$ cat config.mk
export PLATFORM = sky130hd
export DESIGN_NAME = commit_trace_tx
export DESIGN_NICKNAME = d
export VERILOG_FILES = /design/src/rtl/commit_trace_tx.sv
export SDC_FILE = /design/constraint.sdc
export NUM_CORES = 1
export LEC_CHECK = 0
export CORE_ASPECT_RATIO = 0.5
export CORE_MARGIN = 4
export CORE_UTILIZATION = 60
export CTS_BUF_LIST = sky130_fd_sc_hd__clkbuf_4 sky130_fd_sc_hd__clkbuf_8
export DETAILED_ROUTE_END_ITERATION = 10
export MAX_ROUTING_LAYER = met4
export PLACE_DENSITY_LB_ADDON = 0.1
export SYNTH_ARGS = -nofsm -noshare
export SYNTH_HDL_FRONTEND = slang
export SYNTH_SLANG_ARGS = --single-unit
export TNS_END_PERCENT = 100
$ cat constraint.sdc
create_clock -name clk_i -period 14.6 [get_ports clk_i]
set_input_delay 2.92 -clock clk_i [delete_from_list [all_inputs] [get_ports clk_i]]
set_output_delay 2.92 -clock clk_i [all_outputs]
set_load 0.005 [all_outputs]
$ cat src/rtl/commit_trace_tx.sv
// commit_trace_tx: captures one retirement record per committed instruction,
// queues it in a small FIFO and serialises it as a framed stream of 32-bit
// words (HDR, PC, INSTR, [RFD], [MADDR, MDATA]) over valid/ready.
// Ports:
//   clk_i, rst_n                 clock, asynchronous active-low reset
//   commit_* / rf_* / mem_*      retirement record capture
//   trace_valid_o/data_o/last_o  registered trace stream, trace_ready_i back-pressure
//   full_o                       FIFO holds DEPTH records (combinational)
//   overflow_o, drop_cnt_o       sticky drop flag and saturating drop count
module commit_trace_tx #(
  parameter int unsigned DEPTH = 4,
  parameter int unsigned CNT_W = 16
) (
  input  logic             clk_i,
  input  logic             rst_n,
  input  logic             commit_valid_i,
  input  logic [31:0]      commit_pc_i,
  input  logic [31:0]      commit_instr_i,
  input  logic             rf_we_i,
  input  logic [4:0]       rf_waddr_i,
  input  logic [31:0]      rf_wdata_i,
  input  logic             mem_we_i,
  input  logic [31:0]      mem_addr_i,
  input  logic [31:0]      mem_wdata_i,
  output logic             trace_valid_o,
  output logic [31:0]      trace_data_o,
  output logic             trace_last_o,
  input  logic             trace_ready_i,
  output logic             full_o,
  output logic             overflow_o,
  output logic [CNT_W-1:0] drop_cnt_o
);

  localparam int unsigned PTR_W = $clog2(DEPTH);
  localparam int unsigned CW    = PTR_W + 1;

  localparam logic [2:0] S_IDLE  = 3'd0;
  localparam logic [2:0] S_HDR   = 3'd1;
  localparam logic [2:0] S_PC    = 3'd2;
  localparam logic [2:0] S_INSTR = 3'd3;
  localparam logic [2:0] S_RFD   = 3'd4;
  localparam logic [2:0] S_MADDR = 3'd5;
  localparam logic [2:0] S_MDATA = 3'd6;

  typedef struct packed {
    logic [31:0]      pc;
    logic [31:0]      instr;
    logic             rf;
    logic [4:0]       waddr;
    logic [31:0]      wdata;
    logic             mw;
    logic [31:0]      maddr;
    logic [31:0]      mdata;
    logic [CNT_W-1:0] seq;
  } rec_t;

  // Word presented in state s for record r.
  function automatic logic [31:0] word_of(input logic [2:0] s, input rec_t r);
    logic [3:0] n;
    n = 4'd3 + 4'(r.rf) + (r.mw ? 4'd2 : 4'd0);
    case (s)
      S_HDR:   word_of = {4'hA, n, r.rf, r.mw, 1'b0, r.waddr, 16'(r.seq)};
      S_PC:    word_of = r.pc;
      S_INSTR: word_of = r.instr;
      S_RFD:   word_of = r.wdata;
      S_MADDR: word_of = r.maddr;
      S_MDATA: word_of = r.mdata;
      default: word_of = 32'd0;
    endcase
  endfunction

  function automatic logic is_last(input logic [2:0] s, input rec_t r);
    is_last = (s == S_INSTR && !r.rf && !r.mw) || (s == S_RFD && !r.mw) ||
              (s == S_MDATA);
  endfunction

  // Successor of a non-final word.
  function automatic logic [2:0] succ(input logic [2:0] s, input rec_t r);
    case (s)
      S_HDR:   succ = S_PC;
      S_PC:    succ = S_INSTR;
      S_INSTR: succ = r.rf ? S_RFD : S_MADDR;
      S_RFD:   succ = S_MADDR;
      S_MADDR: succ = S_MDATA;
      default: succ = S_IDLE;
    endcase
  endfunction

  rec_t             mem [DEPTH];
  logic [PTR_W-1:0] rd_ptr, wr_ptr;
  logic [CW-1:0]    count;
  logic [CNT_W-1:0] seq;
  logic [2:0]       state, state_d;
  logic             valid_d, last_d;
  logic [31:0]      data_d;

  rec_t             in_rec, head, nrec;
  logic             fire, pop, push, drop, have_next;
  logic [CW-1:0]    remaining;
  logic [PTR_W-1:0] nidx;
  logic [2:0]       adv;

  assign full_o = (count == CW'(DEPTH));
  assign fire   = trace_valid_o && trace_ready_i;
  assign pop    = fire && trace_last_o;
  assign push   = commit_valid_i && (!full_o || pop);
  assign drop   = commit_valid_i && full_o && !pop;

  // Record capture; a write to r0 is never reported.
  always_comb begin
    in_rec       = '0;
    in_rec.pc    = commit_pc_i;
    in_rec.instr = commit_instr_i;
    in_rec.rf    = rf_we_i && (rf_waddr_i != 5'd0);
    in_rec.waddr = in_rec.rf ? rf_waddr_i : 5'd0;
    in_rec.wdata = rf_wdata_i;
    in_rec.mw    = mem_we_i;
    in_rec.maddr = mem_addr_i;
    in_rec.mdata = mem_wdata_i;
    in_rec.seq   = seq;
  end

  // Next record to start: the FIFO entry after any pop, or the incoming commit
  // when the FIFO drains this cycle (gives the one-cycle push-to-HDR latency).
  assign head      = mem[rd_ptr];
  assign remaining = count - CW'(pop);
  assign nidx      = pop ? rd_ptr + PTR_W'(1) : rd_ptr;
  assign nrec      = (remaining != '0) ? mem[nidx] : in_rec;
  assign have_next = (remaining != '0) || push;

  // Next-state and next-output logic.
  always_comb begin
    state_d = state;
    valid_d = trace_valid_o;
    data_d  = trace_data_o;
    last_d  = trace_last_o;
    adv     = succ(state, head);
    if (state == S_IDLE || pop) begin
      if (have_next) begin
        state_d = S_HDR;
        valid_d = 1'b1;
        data_d  = word_of(S_HDR, nrec);
        last_d  = 1'b0;
      end else begin
        state_d = S_IDLE;
        valid_d = 1'b0;
        data_d  = 32'd0;
        last_d  = 1'b0;
      end
    end else if (fire) begin
      state_d = adv;
      data_d  = word_of(adv, head);
      last_d  = is_last(adv, head);
    end
  end

  // FSM, output and FIFO bookkeeping registers.
  always_ff @(posedge clk_i or negedge rst_n) begin
    if (!rst_n) begin
      state         <= S_IDLE;
      trace_valid_o <= 1'b0;
      trace_data_o  <= 32'd0;
      trace_last_o  <= 1'b0;
      rd_ptr        <= '0;
      wr_ptr        <= '0;
      count         <= '0;
      seq           <= '0;
      overflow_o    <= 1'b0;
      drop_cnt_o    <= '0;
    end else begin
      state         <= state_d;
      trace_valid_o <= valid_d;
      trace_data_o  <= data_d;
      trace_last_o  <= last_d;
      count         <= count + CW'(push) - CW'(pop);
      if (pop)  rd_ptr <= rd_ptr + PTR_W'(1);
      if (push) begin
        wr_ptr <= wr_ptr + PTR_W'(1);
        seq    <= seq + CNT_W'(1);
      end
      if (drop) begin
        overflow_o <= 1'b1;
        if (drop_cnt_o != '1) drop_cnt_o <= drop_cnt_o + CNT_W'(1);
      end
    end
  end

  // Record storage.
  always_ff @(posedge clk_i) begin
    if (push) mem[wr_ptr] <= in_rec;
  end

endmodule

==> summary.md <==
| Metric | Value |
|---|---|
| Endpoint kind of the worst setup timing path | `flip-flop` |
| Total track usage | `24.99%` |
| Proportion of synthesized flip-flops having asynchronous set or reset | `9.518%` |
| Number of slew-limit violations in the final report | `0` |
| Worst Reg2Reg Path Length in Cells | `6` |
| Delay of the slowest cell on the worst path | `1.00 ns` |
| Max VDD drop | `around 0.18 mV` |
| Weighted congestion at the end of routability-driven global placement | `0.8411` |
| Synth Net Count | `1,758` |
| Family of cells with the greatest summed delay on the critical path | `buffers and inverters` |
| Number of port buffers | `222` |
| Cells along the critical path | `clkdlybuf4s50_1 > nand3_1 > a21oi_2 > buf_4 > and2_4 > buf_4 > buf_4` |
| Flip-flop cell with the highest count after synthesis | `sky130_fd_sc_hd__edfxtp_1` |
| Post-route antenna net violation count | `0` |
| Total power consumption of the routed design | `0.007225 W` |
| Unrepaired setup endpoints after global routing | `no` |
| Crit share post-route | `50.70%` |
| Reg-to-reg critical path endpoint | `mem[2][37]$_DFFE_PP_` |
| Number of antenna violations at the first check in global routing | `1` |
| GR Overflow Total | `0` |
| Final setup fails | `0` |
| Crit path top cell by count | `sky130_fd_sc_hd__buf_4` |
| Via count of the first global-routing pass | `~17,000` |
| Area added between synthesis and finish | `15.78%` |
| Max-Slew Margin vs Limit | `14.88%` |
| Depth of the critical timing path with buffers and inverters included | `7` |
| Post-synth cell types | `60` |
| Total number of placement rows | `59` |
| TritonCTS clock tree | `done` |
| Proportion of netlist area held by the largest area contributor | `~69%` |
| Detail Placement HPWL | `40,110 um` |
| Sinks on the clock net | `between 800 and 900` |
| Comb power frac | `30.9%` |
| Required time at the endpoint of the critical path | `14.91 ns` |
| Worst Path Max Fanout | `roughly 70` |
| Clock Pin Slew Worst Setup and Hold Paths | `0.07 ns` |
| Drt pass-1 iters | `5` |
| Post-CTS Hold Buffers | `0` |
| Total die area | `57,420 sq um` |
| DRC violations left | `0` |
| Initial Utilization | `61.17%` |
| Fin crit period | `7.402 ns` |
| Sequential cell fraction of total power | `around 46%` |
| Internal power consumption | `0.004973 W` |
| Clock H-tree levels | `3` |
| Root buffer cell | `sky130_fd_sc_hd__clkbuf_8` |
| Number of flip-flops and latches in the synthesized netlist | `809` |
| Drt via density | `6.256` |
| Fraction of layout cells with a size suffix above 1 | `roughly 22%` |
| Routed vias | `16,460` |
| Post-CTS setup buffers | `0` |
| Wire length of the first global-routing pass | `104,100 um` |
| Worst path bufs/invs | `4` |
| Total cell area at the placement stage | `34,950 sq um` |
| Number of nets in the layout | `2,022` |
| Result of the run | `finished, final reports clean` |
| Type of the worst min-delay path | `flip-flop to flip-flop` |
| Post-Synthesis Mean Instance Area | `slightly above 20 sq um` |
| Top cells by area, synth | `sky130_fd_sc_hd__edfxtp_1 (69%), sky130_fd_sc_hd__mux4_2 (14%), sky130_fd_sc_hd__dfrtp_1 (6.0%), sky130_fd_sc_hd__mux2i_1 (1.2%), sky130_fd_sc_hd__a22o_1 (1.1%)` |
| Worst Hold Path Cells | `2` |
| Cell area after technology mapping | `32,060 sq um` |
| Placeable Area | `52,410 sq um` |
| Clock Power Share | `23.4%` |
| Crit path to | `mem[2][37]$_DFFE_PP_` |
| Worst R2R Setup Slack | `9.51 ns` |
| Pin count of the biggest net entering global routing | `between 150 and 200` |
| Master of the slowest instance on the critical path | `sky130_fd_sc_hd__buf_4` |
| Cell taking the most area after synthesis | `sky130_fd_sc_hd__edfxtp_1` |
| Proportion of total power due to net switching | `31.17%` |
| Crit. Startpoint | `trace_ready_i` |
| Number of filler instances in the final layout | `3,189` |
| Max-cap check violation count | `0` |
| Maximum buffer depth of the clock tree | `3` |
| EDFF count, synth | `732` |
| Routed wirelength normalized by instance count | `26.05 um` |
| Smallest hold slack | `a little under 0.5 ns` |
| Worst skew pair latency | `roughly 0.7 ns` |
| Yosys warning count | `0` |
| CP startpoint kind | `input pin` |
| Final Hold Viols | `0` |
| Clock skew after layout | `roughly 0.028 ns` |
| Mapped Cells | `1,577` |
| Die extent in x | `334.9 um` |
| Number of gates resized after CTS | `0` |
| WP data arrival | `7.71 ns` |
| Lkg Pwr | `12.25 nW` |
| Startpoint of the worst register-to-register path | `trace_valid_o$_DFFE_PN0N_` |
| Switching pwr | `0.002252 W` |
| Final Cell Area | `37,120 sq um` |
| Maximum clock frequency | `135.1 MHz` |
| Post-Route WL | `68,540 um` |
| TritonCTS Buffers | `108` |
| DIE HEIGHT | `171.5 um` |
| Seq/Total Area, Yosys | `74.57%` |
| IO Pins | `223` |
| Kind of critical path | `input pin to flip-flop` |
| Measured slew at the worst slew-check pin | `1.274 ns` |
| DRT iter0 DRCs | `1,558` |
| Total power density per cell area | `194.7 nW/um^2` |
| Final TNS setup | `0 ns` |
[kinds of logic after synthesis]
group           synth area share, %
buf+inv                       1.561
simple gates                  2.623
xor+xnor                     0.9834
mux                           14.99
fa+ha+maj                    0.4137
flops                         74.57
compound gates                4.855
[cell type report]
cell class,count,area [sq um],area share [%]
sequential,809,23920,64.43
multi-input combinational,667,7705,20.76
timing repair buffer,245,2417,6.512
clock buffer,164,1976,5.322
tap,701,877.1,2.363
clock inverter,34,187.7,0.5056
inverter,10,38.79,0.1045
antenna,1,2.502,0.006741
[worst min-delay path by stage]
stage                                    to                         start  slack [ns]
5_1_grt              overflow_o$_DFFE_PN0P_        overflow_o$_DFFE_PN0P_        0.51
6_report       trace_data_o[28]$_DFFE_PN0P_  trace_data_o[28]$_DFFE_PN0P_        0.49
2_1_floorplan        overflow_o$_DFFE_PN0P_        overflow_o$_DFFE_PN0P_        0.46
4_1_cts        trace_data_o[18]$_DFFE_PN0P_  trace_data_o[18]$_DFFE_PN0P_        0.50
3_5_place_dp   trace_data_o[18]$_DFFE_PN0P_  trace_data_o[18]$_DFFE_PN0P_        0.48
3_3_place_gp         overflow_o$_DFFE_PN0P_        overflow_o$_DFFE_PN0P_        0.46
[power groups by stage]
stage          registers (W)  logic, W  clock network [W]
2_1_floorplan        0.00332   0.00157                  0
3_3_place_gp         0.00331   0.00221                  0
3_5_place_dp         0.00335   0.00225                  0
4_1_cts              0.00331   0.00226            0.00172
5_1_grt              0.00334   0.00240            0.00184
6_report             0.00330   0.00223            0.00169
[sequential cells by signal (all words and copies together), names as in the netlist]
signal / cells
trace_data_o: 32
count: 3
drop_cnt_o: 16
mem: 732
state: 3
wr_ptr: 2
rd_ptr: 2
trace_valid_o: 1
overflow_o: 1
seq: 16
trace_last_o: 1
[stage by stage]
step / setup slack [ns] / std cells / util [%]
2_1_floorplan: 6.202 / 1577 / -
3_3_place_gp: 6.622 / 2432 / 66.69
3_5_place_dp: 6.532 / 2432 / 66.69
4_1_cts: 7.278 / 2630 / 70.82
5_1_grt: 6.982 / 2631 / 70.82
6_report: 7.198 / 2631 / 70.82
[worst min-delay path: cells and delay by family, from the launching register on]
kind / cells / cell delay [ns]
AND/OR/NAND/NOR: 1 / 0.04
AO/OA/AOI/OAI: 1 / 0.06
flip-flops: 1 / 0.35
[layout by cell type (no fill, tap or decap), types with 25 or more instances in the layout]
| cell type | synthesis | final |
|---|---|---|
| sky130_fd_sc_hd__mux4_2 | 195 | 195 |
| sky130_fd_sc_hd__edfxtp_1 | 732 | 732 |
| sky130_fd_sc_hd__clkbuf_4 | 0 | 45 |
| sky130_fd_sc_hd__dfrtp_1 | 77 | 75 |
| sky130_fd_sc_hd__mux2i_1 | 37 | 37 |
| sky130_fd_sc_hd__a22o_1 | 41 | 41 |
| sky130_fd_sc_hd__a21oi_1 | 40 | 39 |
| sky130_fd_sc_hd__o21ai_0 | 25 | 25 |
| sky130_fd_sc_hd__xnor2_1 | 31 | 31 |
| sky130_fd_sc_hd__clkdlybuf4s50_1 | 0 | 221 |
| sky130_fd_sc_hd__clkbuf_8 | 0 | 119 |
| sky130_fd_sc_hd__nor2_1 | 34 | 34 |
| sky130_fd_sc_hd__nand2_1 | 52 | 52 |
[cell usage after synthesis (8+ instances only)]
library cell,count
sky130_fd_sc_hd__a211oi_1,8
sky130_fd_sc_hd__a21oi_1,40
sky130_fd_sc_hd__a221oi_1,15
sky130_fd_sc_hd__a22o_1,41
sky130_fd_sc_hd__a22oi_1,20
sky130_fd_sc_hd__and2_1,13
sky130_fd_sc_hd__and3_1,11
sky130_fd_sc_hd__buf_2,34
sky130_fd_sc_hd__clkbuf_1,36
sky130_fd_sc_hd__dfrtp_1,77
sky130_fd_sc_hd__edfxtp_1,732
sky130_fd_sc_hd__ha_1,9
sky130_fd_sc_hd__inv_1,9
sky130_fd_sc_hd__mux2i_1,37
sky130_fd_sc_hd__mux4_2,195
sky130_fd_sc_hd__nand2_1,52
sky130_fd_sc_hd__nand3_1,15
sky130_fd_sc_hd__nand4_1,11
sky130_fd_sc_hd__nor2_1,34
sky130_fd_sc_hd__nor3_1,12
sky130_fd_sc_hd__o21ai_0,25
sky130_fd_sc_hd__o21ai_1,14
sky130_fd_sc_hd__o22a_1,17
sky130_fd_sc_hd__xnor2_1,31
[per-layer routing]
layer,vias up,part of all wire (%),GRT usage (%)
met4,0,1.7,6.679
met3,90,6.0,3.975
met1,8665,41,33.52
met2,597,52,41.13
li1,7108,-,-
met5,-,0,-
Note: power is estimated with default switching activity, not from simulation.
